**config.mk**
```make
export PLATFORM = sky130hd
export DESIGN_NAME = ysyx_040066_clint
export DESIGN_NICKNAME = d
export VERILOG_FILES = /design/src/rtl/ysyx_040066_clint_pkg.sv /design/src/rtl/ysyx_040066_clint_timer.sv /design/src/rtl/ysyx_040066_clint.sv
export SDC_FILE = /design/constraint.sdc
export NUM_CORES = 1
export LEC_CHECK = 0
export ABC_AREA = 1
export ABC_CLOCK_PERIOD_IN_PS = 2000
export BUFFER_PORTS_ARGS = -buffer_cell sky130_fd_sc_hd__clkbuf_2
export CORE_AREA = 2 2 182 184
export CTS_CLUSTER_SIZE = 40
export DETAILED_ROUTE_END_ITERATION = 10
export DIE_AREA = 0 0 184 186
export GPL_TIMING_DRIVEN = 0
export HOLD_SLACK_MARGIN = 0.03
export PLACE_DENSITY = 0.61
export SLEW_MARGIN = 20
export SYNTH_ARGS = -nofsm -noshare
export SYNTH_HDL_FRONTEND = slang
export SYNTH_SLANG_ARGS = --single-unit
```
**constraint.sdc**
```tcl
create_clock -name clk -period 2 [get_ports clk]
set_input_delay 0.2 -clock clk [delete_from_list [all_inputs] [get_ports clk]]
set_output_delay 0.2 -clock clk [all_outputs]
set_load 0.005 [all_outputs]
```
**src/rtl/ysyx_040066_clint_pkg.sv**
```systemverilog
// Shared definitions for the ysyx_040066 CLINT: register offsets inside the
// 64 KiB window, the mtimecmp reset value, the register decode enum and
// helpers for address decode and byte-masked merges.
package ysyx_040066_clint_pkg;

  // Register offsets; only bits [15:3] take part in decode.
  localparam logic [15:0] CLINT_MSIP_OFF     = 16'h0000;
  localparam logic [15:0] CLINT_MTIMECMP_OFF = 16'h4000;
  localparam logic [15:0] CLINT_MTIME_OFF    = 16'hBFF8;

  // mtimecmp powers up at its maximum so no timer interrupt fires until
  // software programs a real deadline.
  localparam logic [63:0] CLINT_MTIMECMP_RST = 64'hFFFF_FFFF_FFFF_FFFF;

  typedef enum logic [1:0] {
    REG_MSIP     = 2'd0,
    REG_MTIMECMP = 2'd1,
    REG_MTIME    = 2'd2,
    REG_NONE     = 2'd3
  } clint_reg_e;

  // Byte lane within the doubleword is ignored, so any offset inside an
  // 8-byte slot selects the same register.
  function automatic clint_reg_e decodeAddr(input logic [15:0] addr);
    clint_reg_e sel;
    sel = REG_NONE;
    if (addr[15:3] == CLINT_MSIP_OFF[15:3]) begin
      sel = REG_MSIP;
    end else if (addr[15:3] == CLINT_MTIMECMP_OFF[15:3]) begin
      sel = REG_MTIMECMP;
    end else if (addr[15:3] == CLINT_MTIME_OFF[15:3]) begin
      sel = REG_MTIME;
    end
    return sel;
  endfunction

  // Replace only the bytes whose enable bit is set.
  function automatic logic [63:0] mergeBytes(input logic [63:0] oldVal,
                                             input logic [63:0] newVal,
                                             input logic [7:0]  mask);
    logic [63:0] res;
    res = oldVal;
    for (int i = 0; i < 8; i++) begin
      if (mask[i]) begin
        res[i*8 +: 8] = newVal[i*8 +: 8];
      end
    end
    return res;
  endfunction

endpackage

```
**src/rtl/ysyx_040066_clint_timer.sv**
```systemverilog
// Prescaler plus 64-bit mtime counter. mtime advances by one each time the
// prescaler wraps; a load overrides that cycle's increment, and loads never
// disturb the prescaler phase.
module ysyx_040066_clint_timer #(
  parameter int unsigned CLK_DIV = 1
) (
  input  logic        clk,
  input  logic        rst,
  input  logic        i_load_en,
  input  logic [63:0] i_load_val,
  output logic [63:0] o_mtime
);

  localparam int unsigned PW = (CLK_DIV > 1) ? $clog2(CLK_DIV) : 1;
  localparam logic [PW-1:0] PRESC_MAX = PW'(CLK_DIV - 1);

  logic [PW-1:0] r_presc;
  logic [63:0]   r_mtime;
  logic          w_tick;

  assign w_tick  = (r_presc == PRESC_MAX);
  assign o_mtime = r_mtime;

  // Prescaler free-runs 0..CLK_DIV-1 regardless of mtime writes.
  always_ff @(posedge clk) begin
    if (rst) begin
      r_presc <= '0;
    end else if (w_tick) begin
      r_presc <= '0;
    end else begin
      r_presc <= r_presc + PW'(1);
    end
  end

  // mtime: a load wins over a coincident tick; increment wraps naturally.
  always_ff @(posedge clk) begin
    if (rst) begin
      r_mtime <= '0;
    end else if (i_load_en) begin
      r_mtime <= i_load_val;
    end else if (w_tick) begin
      r_mtime <= r_mtime + 64'd1;
    end
  end

endmodule

```
**src/rtl/ysyx_040066_clint.sv**
```systemverilog
// ysyx_040066 CLINT: msip / mtimecmp / mtime behind a valid-ready request
// and response channel with at most one outstanding transaction.
// Optional feature: define YSYX_040066_CLINT_MSIP_EN to implement the msip
// register; without it msip is tied low and offset 0x0000 reads as zero.
module ysyx_040066_clint
  import ysyx_040066_clint_pkg::*;
#(
  parameter int unsigned CLK_DIV = 1
) (
  input  logic        clk,
  input  logic        rst,
  input  logic        req_valid,
  output logic        req_ready,
  input  logic        req_wen,
  input  logic [15:0] req_addr,
  input  logic [63:0] req_wdata,
  input  logic [7:0]  req_wmask,
  output logic        resp_valid,
  input  logic        resp_ready,
  output logic [63:0] resp_rdata,
  output logic        resp_err,
  output logic        mtip,
  output logic        msip,
  output logic [63:0] mtime
);

  logic        w_accept;
  logic        w_wr;
  clint_reg_e  w_reg;
  logic        w_unmapped;
  logic [63:0] w_mtime;
  logic        w_mtime_load;
  logic [63:0] w_mtime_val;
  logic [63:0] w_rdata;
  logic        w_msip_bit;

  logic [63:0] r_mtimecmp;
  logic        r_mtip;
  logic        r_resp_valid;
  logic [63:0] r_resp_rdata;
  logic        r_resp_err;

  assign req_ready    = !r_resp_valid || resp_ready;
  assign w_accept     = req_valid && req_ready;
  assign w_wr         = w_accept && req_wen;
  assign w_reg        = decodeAddr(req_addr);
  assign w_unmapped   = (w_reg == REG_NONE);
  assign w_mtime_load = w_wr && (w_reg == REG_MTIME);
  assign w_mtime_val  = mergeBytes(w_mtime, req_wdata, req_wmask);

  ysyx_040066_clint_timer #(
    .CLK_DIV(CLK_DIV)
  ) u_timer (
    .clk       (clk),
    .rst       (rst),
    .i_load_en (w_mtime_load),
    .i_load_val(w_mtime_val),
    .o_mtime   (w_mtime)
  );

  // mtimecmp: byte-masked write at the acceptance edge.
  always_ff @(posedge clk) begin
    if (rst) begin
      r_mtimecmp <= CLINT_MTIMECMP_RST;
    end else if (w_wr && (w_reg == REG_MTIMECMP)) begin
      r_mtimecmp <= mergeBytes(r_mtimecmp, req_wdata, req_wmask);
    end
  end

`ifdef YSYX_040066_CLINT_MSIP_EN
  logic r_msip;

  // msip: only bit 0 exists, written when byte lane 0 is enabled.
  always_ff @(posedge clk) begin
    if (rst) begin
      r_msip <= 1'b0;
    end else if (w_wr && (w_reg == REG_MSIP) && req_wmask[0]) begin
      r_msip <= req_wdata[0];
    end
  end

  assign w_msip_bit = r_msip;
`else
  assign w_msip_bit = 1'b0;
`endif

  // Timer interrupt is a registered compare of the current register values.
  always_ff @(posedge clk) begin
    if (rst) begin
      r_mtip <= 1'b0;
    end else begin
      r_mtip <= (w_mtime >= r_mtimecmp);
    end
  end

  // Read mux: sampled at acceptance, zero for writes and unmapped offsets.
  always_comb begin
    w_rdata = '0;
    if (!req_wen) begin
      case (w_reg)
        REG_MSIP:     w_rdata = {63'd0, w_msip_bit};
        REG_MTIMECMP: w_rdata = r_mtimecmp;
        REG_MTIME:    w_rdata = w_mtime;
        default:      w_rdata = '0;
      endcase
    end
  end

  // Response holding register: loaded on accept, held until consumed.
  always_ff @(posedge clk) begin
    if (rst) begin
      r_resp_valid <= 1'b0;
      r_resp_rdata <= '0;
      r_resp_err   <= 1'b0;
    end else if (w_accept) begin
      r_resp_valid <= 1'b1;
      r_resp_rdata <= w_rdata;
      r_resp_err   <= w_unmapped;
    end else if (resp_ready) begin
      r_resp_valid <= 1'b0;
    end
  end

  assign resp_valid = r_resp_valid;
  assign resp_rdata = r_resp_rdata;
  assign resp_err   = r_resp_err;
  assign mtip       = r_mtip;
  assign msip       = w_msip_bit;
  assign mtime      = w_mtime;

endmodule

```
==> flow_metrics.tcl, run 1 <==
set metrics [dict create \
    outcome "completed" \
    synth_largest_type_area_fraction 0.331 \
    final-hold-violation-count 0 \
    endpoint_kind "flop" \
    synth_enable_flop_cells 0 \
    coreArea_um2 32200 \
    relSlewSlack 0.308 \
    clockRootBuffer "sky130_fd_sc_hd__clkbuf_16" \
    worstMarginPinSlew_ps 1040 \
    ys_async_sr_fraction 0 \
    nFillCells 3373 \
    finish.net_count 2305 \
    holdCritStartpoint "req_wdata[58]" \
    worst_clock_skew_ps 13.6 \
    numPortBuffers 220 \
    reg2reg_to "u_timer.o_mtime[50]$_SDFFE_PP0P_" \
    timing.setup.tns_ps 0 \
    cts.reportedPaths.clkPinSlew_ps 80 \
    grt_setup_unrepaired "yes" \
    max-vdd-ir-drop_mv 0.589 \
    die-height_um 186 \
    proportion_of_layout_cells_with_a_drive_suffix_above_1 0.220 \
    numClockSinks 196 \
    syn-instance-count 1807 \
    power_density_nw_per_um2 526 \
    setup_slack_after_placement_ps -978 \
    crit_path_max_fanout 7 \
    antennaDiodeCount 0 \
    holdPathStages 3 \
    synth_top_flop_cell "sky130_fd_sc_hd__dfxtp_1" \
    overall_global_routing_usage 0.285 \
    critPathKind "flop to flop" \
    worst-r2r-setup-slack_ps 60 \
    max-clock-path-buffers 2 \
    rows 66 \
    clock_buffers_created_by_tritoncts 17 \
    drt_iter0_drc 1197 \
    grt_antenna_before_repair 0 \
    vias_in_the_first_global_route 12700 \
    avgSynthCellArea_um2 6.55 \
    grt_overflow_total 0 \
    yosys.cell_types.count 52 \
    io-pin-count 226 \
    dieArea_um2 34200 \
    yosys_warnings 0 \
    finalCritPeriodShare 0.969 \
    worstSetupStartpointType "flop" \
    netlist.top_cell.by_area "sky130_fd_sc_hd__dfxtp_1" \
    holdPathEnd "r_mtimecmp[58]$_SDFFE_PP1P_" \
    finalWorstSetupSlack_ps 61.5 \
    grt_max_degree 19 \
    syn-cell-area_um2 11800 \
    netlist_top_cells_area "sky130_fd_sc_hd__dfxtp_1 (33%), sky130_fd_sc_hd__nand2_1 (15%), sky130_fd_sc_hd__a21oi_1 (9.3%), sky130_fd_sc_hd__ha_1 (7.2%), sky130_fd_sc_hd__nor2_1 (6.6%)" \
    final_util 0.481 \
    finalWirelength_um 49400 \
    regToRegStartpoint "u_timer.o_mtime[1]$_SDFFE_PP0P_" \
    detail_route.drc_violations 0 \
    route.vias.total 13600 \
    clock.fmax_mhz 516 \
    viasPerCell 5.32 \
    max_cap_violations 0 \
    critPathArrivalTime_ps 2280 \
    hold_class "primary input to flop" \
    drt_pre_antenna_iters 5 \
    setup_violations 0 \
    leak_nw 6.86 \
    area_delta_synth_final_pct 30.8 \
    postSynthRegisterBits 196 \
    initial_core_util 0.368 \
    grt_pass1_wl_um 73800 \
    h-tree-depth 4 \
    wl_per_cell_um 19.3 \
    routabilityCongestion 0.981 \
    ant_nets 0 \
    cts_tree "yes" \
    min_period_ps 1940 \
    wp_data_required_ps 2340 \
    finalMaxSlewViolations 0 \
    dp_hpwl_um 38300 \
    ys_seq_area_frac 0.331 \
    die_width_um 184 \
    clock_insertion_delay_worst_skew_ps 470 \
    worst_r2r_path_depth 10 \
]
## cells in the mapped netlist, types with 5 or more instances
master and count:
sky130_fd_sc_hd__dfxtp_1 196, sky130_fd_sc_hd__buf_2 7, sky130_fd_sc_hd__ha_1 68, sky130_fd_sc_hd__o21ai_1 8, sky130_fd_sc_hd__nand2_1 469, sky130_fd_sc_hd__buf_4 14, sky130_fd_sc_hd__o211ai_1 9, sky130_fd_sc_hd__buf_6 5
sky130_fd_sc_hd__nor2_2 11, sky130_fd_sc_hd__nor2_1 209, sky130_fd_sc_hd__nand4_1 22, sky130_fd_sc_hd__o22ai_1 53, sky130_fd_sc_hd__clkbuf_1 48, sky130_fd_sc_hd__o21ai_0 145, sky130_fd_sc_hd__a21oi_1 219, sky130_fd_sc_hd__inv_1 165
sky130_fd_sc_hd__nand3_1 78, sky130_fd_sc_hd__nand2_2 6
## layout by cell type (no fill, tap or decap), types with 53 or more instances in the layout
cell	instances
sky130_fd_sc_hd__nand2_1	464
sky130_fd_sc_hd__clkbuf_2	227
sky130_fd_sc_hd__a21oi_1	214
sky130_fd_sc_hd__nor2_1	179
sky130_fd_sc_hd__inv_1	161
sky130_fd_sc_hd__dfxtp_1	158
sky130_fd_sc_hd__o21ai_0	140
sky130_fd_sc_hd__nand3_1	75
sky130_fd_sc_hd__ha_1	66
sky130_fd_sc_hd__dlygate4sd3_1	64
sky130_fd_sc_hd__o22ai_1	53
## critical path: stages, from the launching register on
cell and delay (ps):
sky130_fd_sc_hd__dfxtp_2 440, sky130_fd_sc_hd__ha_4 190, sky130_fd_sc_hd__nand2_2 80, sky130_fd_sc_hd__nor2_4 170
sky130_fd_sc_hd__nand3b_1 140, sky130_fd_sc_hd__nor2_2 380, sky130_fd_sc_hd__nand3_1 140, sky130_fd_sc_hd__nand2_1 90
sky130_fd_sc_hd__nand3_1 70, sky130_fd_sc_hd__nand2_1 70, sky130_fd_sc_hd__a21oi_1 50
## what timing repair did
item                                   CTS  global route
hold buffers                            64             0
endpoints found under the hold margin   67             0
gates cloned                             0             3
pin swaps                                5            20
setup buffers                           11            22
setup endpoints to repair              169           160
resized for setup                       62           126
## per-stage QoR
stage / hold slack (ps) / instance area [µm²] / std cells / total power [mW]
after CTS: 35.7 / 15000 / 2543 / 8.11
after floorplan: 326 / 11900 / 1808 / 4.36
final: 45.3 / 15500 / 2565 / 8.15
after global routing: 56.2 / 15500 / 2565 / 8.40
after detailed placement: 439 / 13500 / 2436 / 4.68
after global placement: 441 / 13500 / 2436 / 4.68
## area by class of cell
class	instances	area, µm²	share of cell area
plain buffers	75	500	0.0323
clock buffers	17	425	0.0275
clock inverters	15	121	0.00784
inverters	173	671	0.0433
multi-input cells	1361	7170	0.463
flip-flops and latches	196	3980	0.257
well taps	408	510	0.0330
repair buffers	319	2110	0.136
repair inverters	1	7.51	0.000485
## sequential cells by signal (all words and copies together), names as in the netlist
name,flops
u_timer.o_mtime,64
u_timer.r_presc,1
resp_err,1
resp_rdata,64
r_mtimecmp,64
resp_valid,1
mtip,1
## how the worst max path moves through the flow
stage | startpoint | to | slack [ps]
floorplan | req_addr[3] | u_timer.o_mtime[23]$_SDFFE_PP0P_ | -70
global placement | req_addr[3] | resp_rdata[53]$_SDFFE_PP0P_ | -1060
detailed placement | req_addr[3] | resp_rdata[63]$_SDFFE_PP0P_ | -980
CTS | u_timer.o_mtime[18]$_SDFFE_PP0P_ | u_timer.o_mtime[59]$_SDFFE_PP0P_ | -0.8
global route | req_addr[8] | u_timer.o_mtime[10]$_SDFFE_PP0P_ | -60
finish | u_timer.o_mtime[1]$_SDFFE_PP0P_ | u_timer.o_mtime[50]$_SDFFE_PP0P_ | 60
## cell families (layout without fill, tap and decap cells)
group	after synthesis	after routing	synth area share
AND/OR/NAND/NOR	825	825	0.291
AO/OA/AOI/OAI	457	457	0.209
buffers and inverters	251	600	0.0896
flip-flops	196	196	0.331
adder cells (fa/ha/maj)	68	68	0.0718
XOR/XNOR	8	8	0.00592
other	1	2	0.000317
multiplexers	1	1	0.000845
## power breakdown
part           internal [mW]  switching (mW)  total (mW)
Sequential              3.93          0.0635        3.99
Combinational          0.318           0.449       0.767
Clock                   1.62            1.76        3.39
Total                   5.87            2.28        8.15
## per-layer routing
layer | vias up | track usage | wire length (µm)
li1 | 6669 | - | -
met1 | 6348 | 0.389 | 22400
met2 | 538 | 0.459 | 21900
met3 | 80 | 0.0448 | 3550
met4 | 0 | 0.0998 | 1530
met5 | - | 0 | 0
Power figures use the tool's default switching activity.
==> inputs of run 2 (changes only) <==
Settings changed: CELL_PAD_IN_SITES_DETAIL_PLACEMENT set to 1, CELL_PAD_IN_SITES_GLOBAL_PLACEMENT set to 1, CORE_AREA 2 2 182 184 to 2 2 185 187, DIE_AREA 0 0 184 186 to 0 0 187 189, PLACE_DENSITY 0.61 to 0.79.
==> flow_metrics.tcl, run 2 (synthesis gave the netlist of run 1 again) <==
set metrics [dict create \
    dp_hpwl_um 42100 \
    routabilityCongestion 0.957 \
    cts.reportedPaths.clkPinSlew_ps 90 \
    critical-path-max-stage-delay_ps 490 \
    power.total_mw 8.50 \
    cp_top_family "simple AND/OR/NAND/NOR gates" \
    clockRootBuffer "sky130_fd_sc_hd__clkbuf_16" \
    cell_by_cell_listing_of_the_critical_path "nand2_1 > nor2_1 > nand2_1 > nor2_1 > nand2_1 > o21ai_0 > nand3_1 > nand2_1 > a21oi_1" \
    clockPowerShare 0.432 \
    finalWirelength_um 57400 \
    wl_per_cell_um 21.8 \
    power.internal_mw 6.06 \
    worstMarginPinSlew_ps 1160 \
    timing.critical_path.buf_inv 0 \
    critPathMostFrequentCell "sky130_fd_sc_hd__nand2_1" \
    clock_buffers_created_by_tritoncts 17 \
    drt_iter0_drc 1238 \
    critPathKind "flop to flop" \
    worst_clock_skew_ps 15.6 \
    grt_max_degree 20 \
    finish.net_count 2329 \
    dieArea_um2 35300 \
    die_width_um 187 \
    final_common_cell "sky130_fd_sc_hd__nand2_1" \
    grt_overflow_total 0 \
    outcome "completed" \
    antennaDiodeCount 0 \
    route.vias.total 14500 \
    numClockSinks 196 \
    register_area_um2 4010 \
    detail_route.drc_violations 0 \
    netSwitchingPower_mw 2.44 \
    finalCritPeriodShare 1.00 \
    max-clock-path-buffers 2 \
    numPortBuffers 220 \
    rows 67 \
    finalMaxSlewViolations 0 \
    holdPathEnd "r_mtimecmp[47]$_SDFFE_PP1P_" \
    hold_class "primary input to flop" \
    wp_data_required_ps 2320 \
    die-height_um 189 \
    clock_insertion_delay_worst_skew_ps 460 \
    viasPerCell 5.52 \
    power.switching_fraction 0.287 \
    initial_core_util 0.356 \
    worst_path_max_delay_cell "sky130_fd_sc_hd__dfxtp_1" \
    proportion_of_layout_cells_with_a_drive_suffix_above_1 0.253 \
    crit_path_max_fanout 6 \
    multiInputGateArea_um2 7310 \
    area_delta_synth_final_pct 35.5 \
    clock.fmax_mhz 500 \
    overall_global_routing_usage 0.307 \
    grt_pass1_wl_um 84000 \
    final-hold-violation-count 0 \
    drt_pre_antenna_iters 5 \
    worstSetupStartpointType "flop" \
    coreArea_um2 33300 \
    power_density_nw_per_um2 529 \
    reg2reg_to "u_timer.o_mtime[58]$_SDFFE_PP0P_" \
    dpl_cell_area_um2 13600 \
    timing.setup.tns_ps 0 \
    regToRegStartpoint "u_timer.o_mtime[40]$_SDFFE_PP0P_" \
    setup_violations 0 \
    leak_nw 7.08 \
    min_period_ps 2000 \
    power.share.sequential 0.470 \
    io-pin-count 226 \
    max-vdd-ir-drop_mv 0.604 \
    h-tree-depth 4 \
    worst_r2r_path_depth 9 \
    grt_setup_unrepaired "yes" \
    hold-worst-slack_ps 30.4 \
    vias_in_the_first_global_route 14700 \
    holdCritStartpoint "req_wdata[47]" \
    endpoint_kind "flop" \
    worst-r2r-setup-slack_ps 0.5 \
    cts_tree "yes" \
    holdPathStages 3 \
    grt_antenna_before_repair 0 \
    relSlewSlack 0.224 \
    ant_nets 0 \
    max_cap_violations 0 \
    critPathArrivalTime_ps 2320 \
    nFillCells 4347 \
    final_cell_count_no_fill 2629 \
    finalInstanceArea_um2 16000 \
    comb_power_share 0.098 \
    placed_cell_count 2476 \
    layout.cells.most_common_list "sky130_fd_sc_hd__nand2_1 (461), sky130_fd_sc_hd__clkbuf_2 (234), sky130_fd_sc_hd__a21oi_1 (199)" \
]
[run 2: cell types whose count changed in the layout (fill, tap and decap cells not counted), moves of 5 or more]
cell	change
sky130_fd_sc_hd__a21oi_1	-15
sky130_fd_sc_hd__nor2_4	+5
sky130_fd_sc_hd__buf_6	+10
sky130_fd_sc_hd__dfxtp_1	-11
sky130_fd_sc_hd__o21ai_1	+22
sky130_fd_sc_hd__nor2_1	-10
sky130_fd_sc_hd__dfxtp_4	+8
sky130_fd_sc_hd__o21ai_0	-22
sky130_fd_sc_hd__clkbuf_2	+7
sky130_fd_sc_hd__a21oi_2	+15
sky130_fd_sc_hd__nor2_2	+5
sky130_fd_sc_hd__buf_4	+12
[run 2: final cells by class]
class	instances	area share
buffer	75	0.0317
inverter	173	0.0423
tap	448	0.0349
sequential	196	0.250
multi-input combinational	1361	0.455
clock buffer	17	0.0265
timing repair buffer	344	0.149
clock inverter	15	0.0102
[run 2: stage by stage]
stage / setup WS, ps / util
after detailed placement: -979 / 0.407
after global routing: -93.7 / 0.482
after CTS: -0.649 / 0.456
final: 0.466 / 0.482
after floorplan: -67.0 / -
after global placement: -1120 / 0.407
[run 2: routing by layer]
layer  up-vias  wire [µm]  global-route usage
met3       116       3240              0.0439
met2       554      27300               0.523
met4         0       2060               0.115
li1       6699          -                   -
met5         -          0                   0
met1      7147      24800               0.393
[run 2: power by group through the flow]
stage	logic [mW]	clock network, mW	registers [mW]
6_report	0.834	3.67	3.99
2_1_floorplan	0.300	0	4.06
3_5_place_dp	0.616	0	4.08
3_3_place_gp	0.601	0	4.08
5_1_grt	0.891	3.83	4.00
4_1_cts	0.728	3.68	3.99
[run 2: worst max path at each step]
stage	end	cells past startpoint	slack (ps)	from
2_1_floorplan	u_timer.o_mtime[23]$_SDFFE_PP0P_	15	-70	req_addr[3]
3_3_place_gp	resp_rdata[53]$_SDFFE_PP0P_	11	-1120	req_addr[7]
3_5_place_dp	resp_rdata[63]$_SDFFE_PP0P_	12	-980	req_addr[7]
4_1_cts	resp_rdata[1]$_SDFFE_PP0P_	12	-0.6	req_addr[7]
5_1_grt	r_mtimecmp[30]$_SDFFE_PP1P_	13	-90	req_addr[10]
6_report	u_timer.o_mtime[58]$_SDFFE_PP0P_	9	0.5	u_timer.o_mtime[40]$_SDFFE_PP0P_
[run 2: repair_timing]
item,4_1_cts,5_1_grt
hold buffers,60,0
gates resized for setup,89,199
pin swaps,7,30
cloned,0,7
endpoints found under the setup margin,178,177
buffers inserted,15,42
hold endpoints to repair,63,0
[run 2: tightest hold or removal path: stages]
cell and delay (ps):
sky130_fd_sc_hd__clkbuf_2 120, sky130_fd_sc_hd__a21oi_2 60, sky130_fd_sc_hd__o21ai_1 70
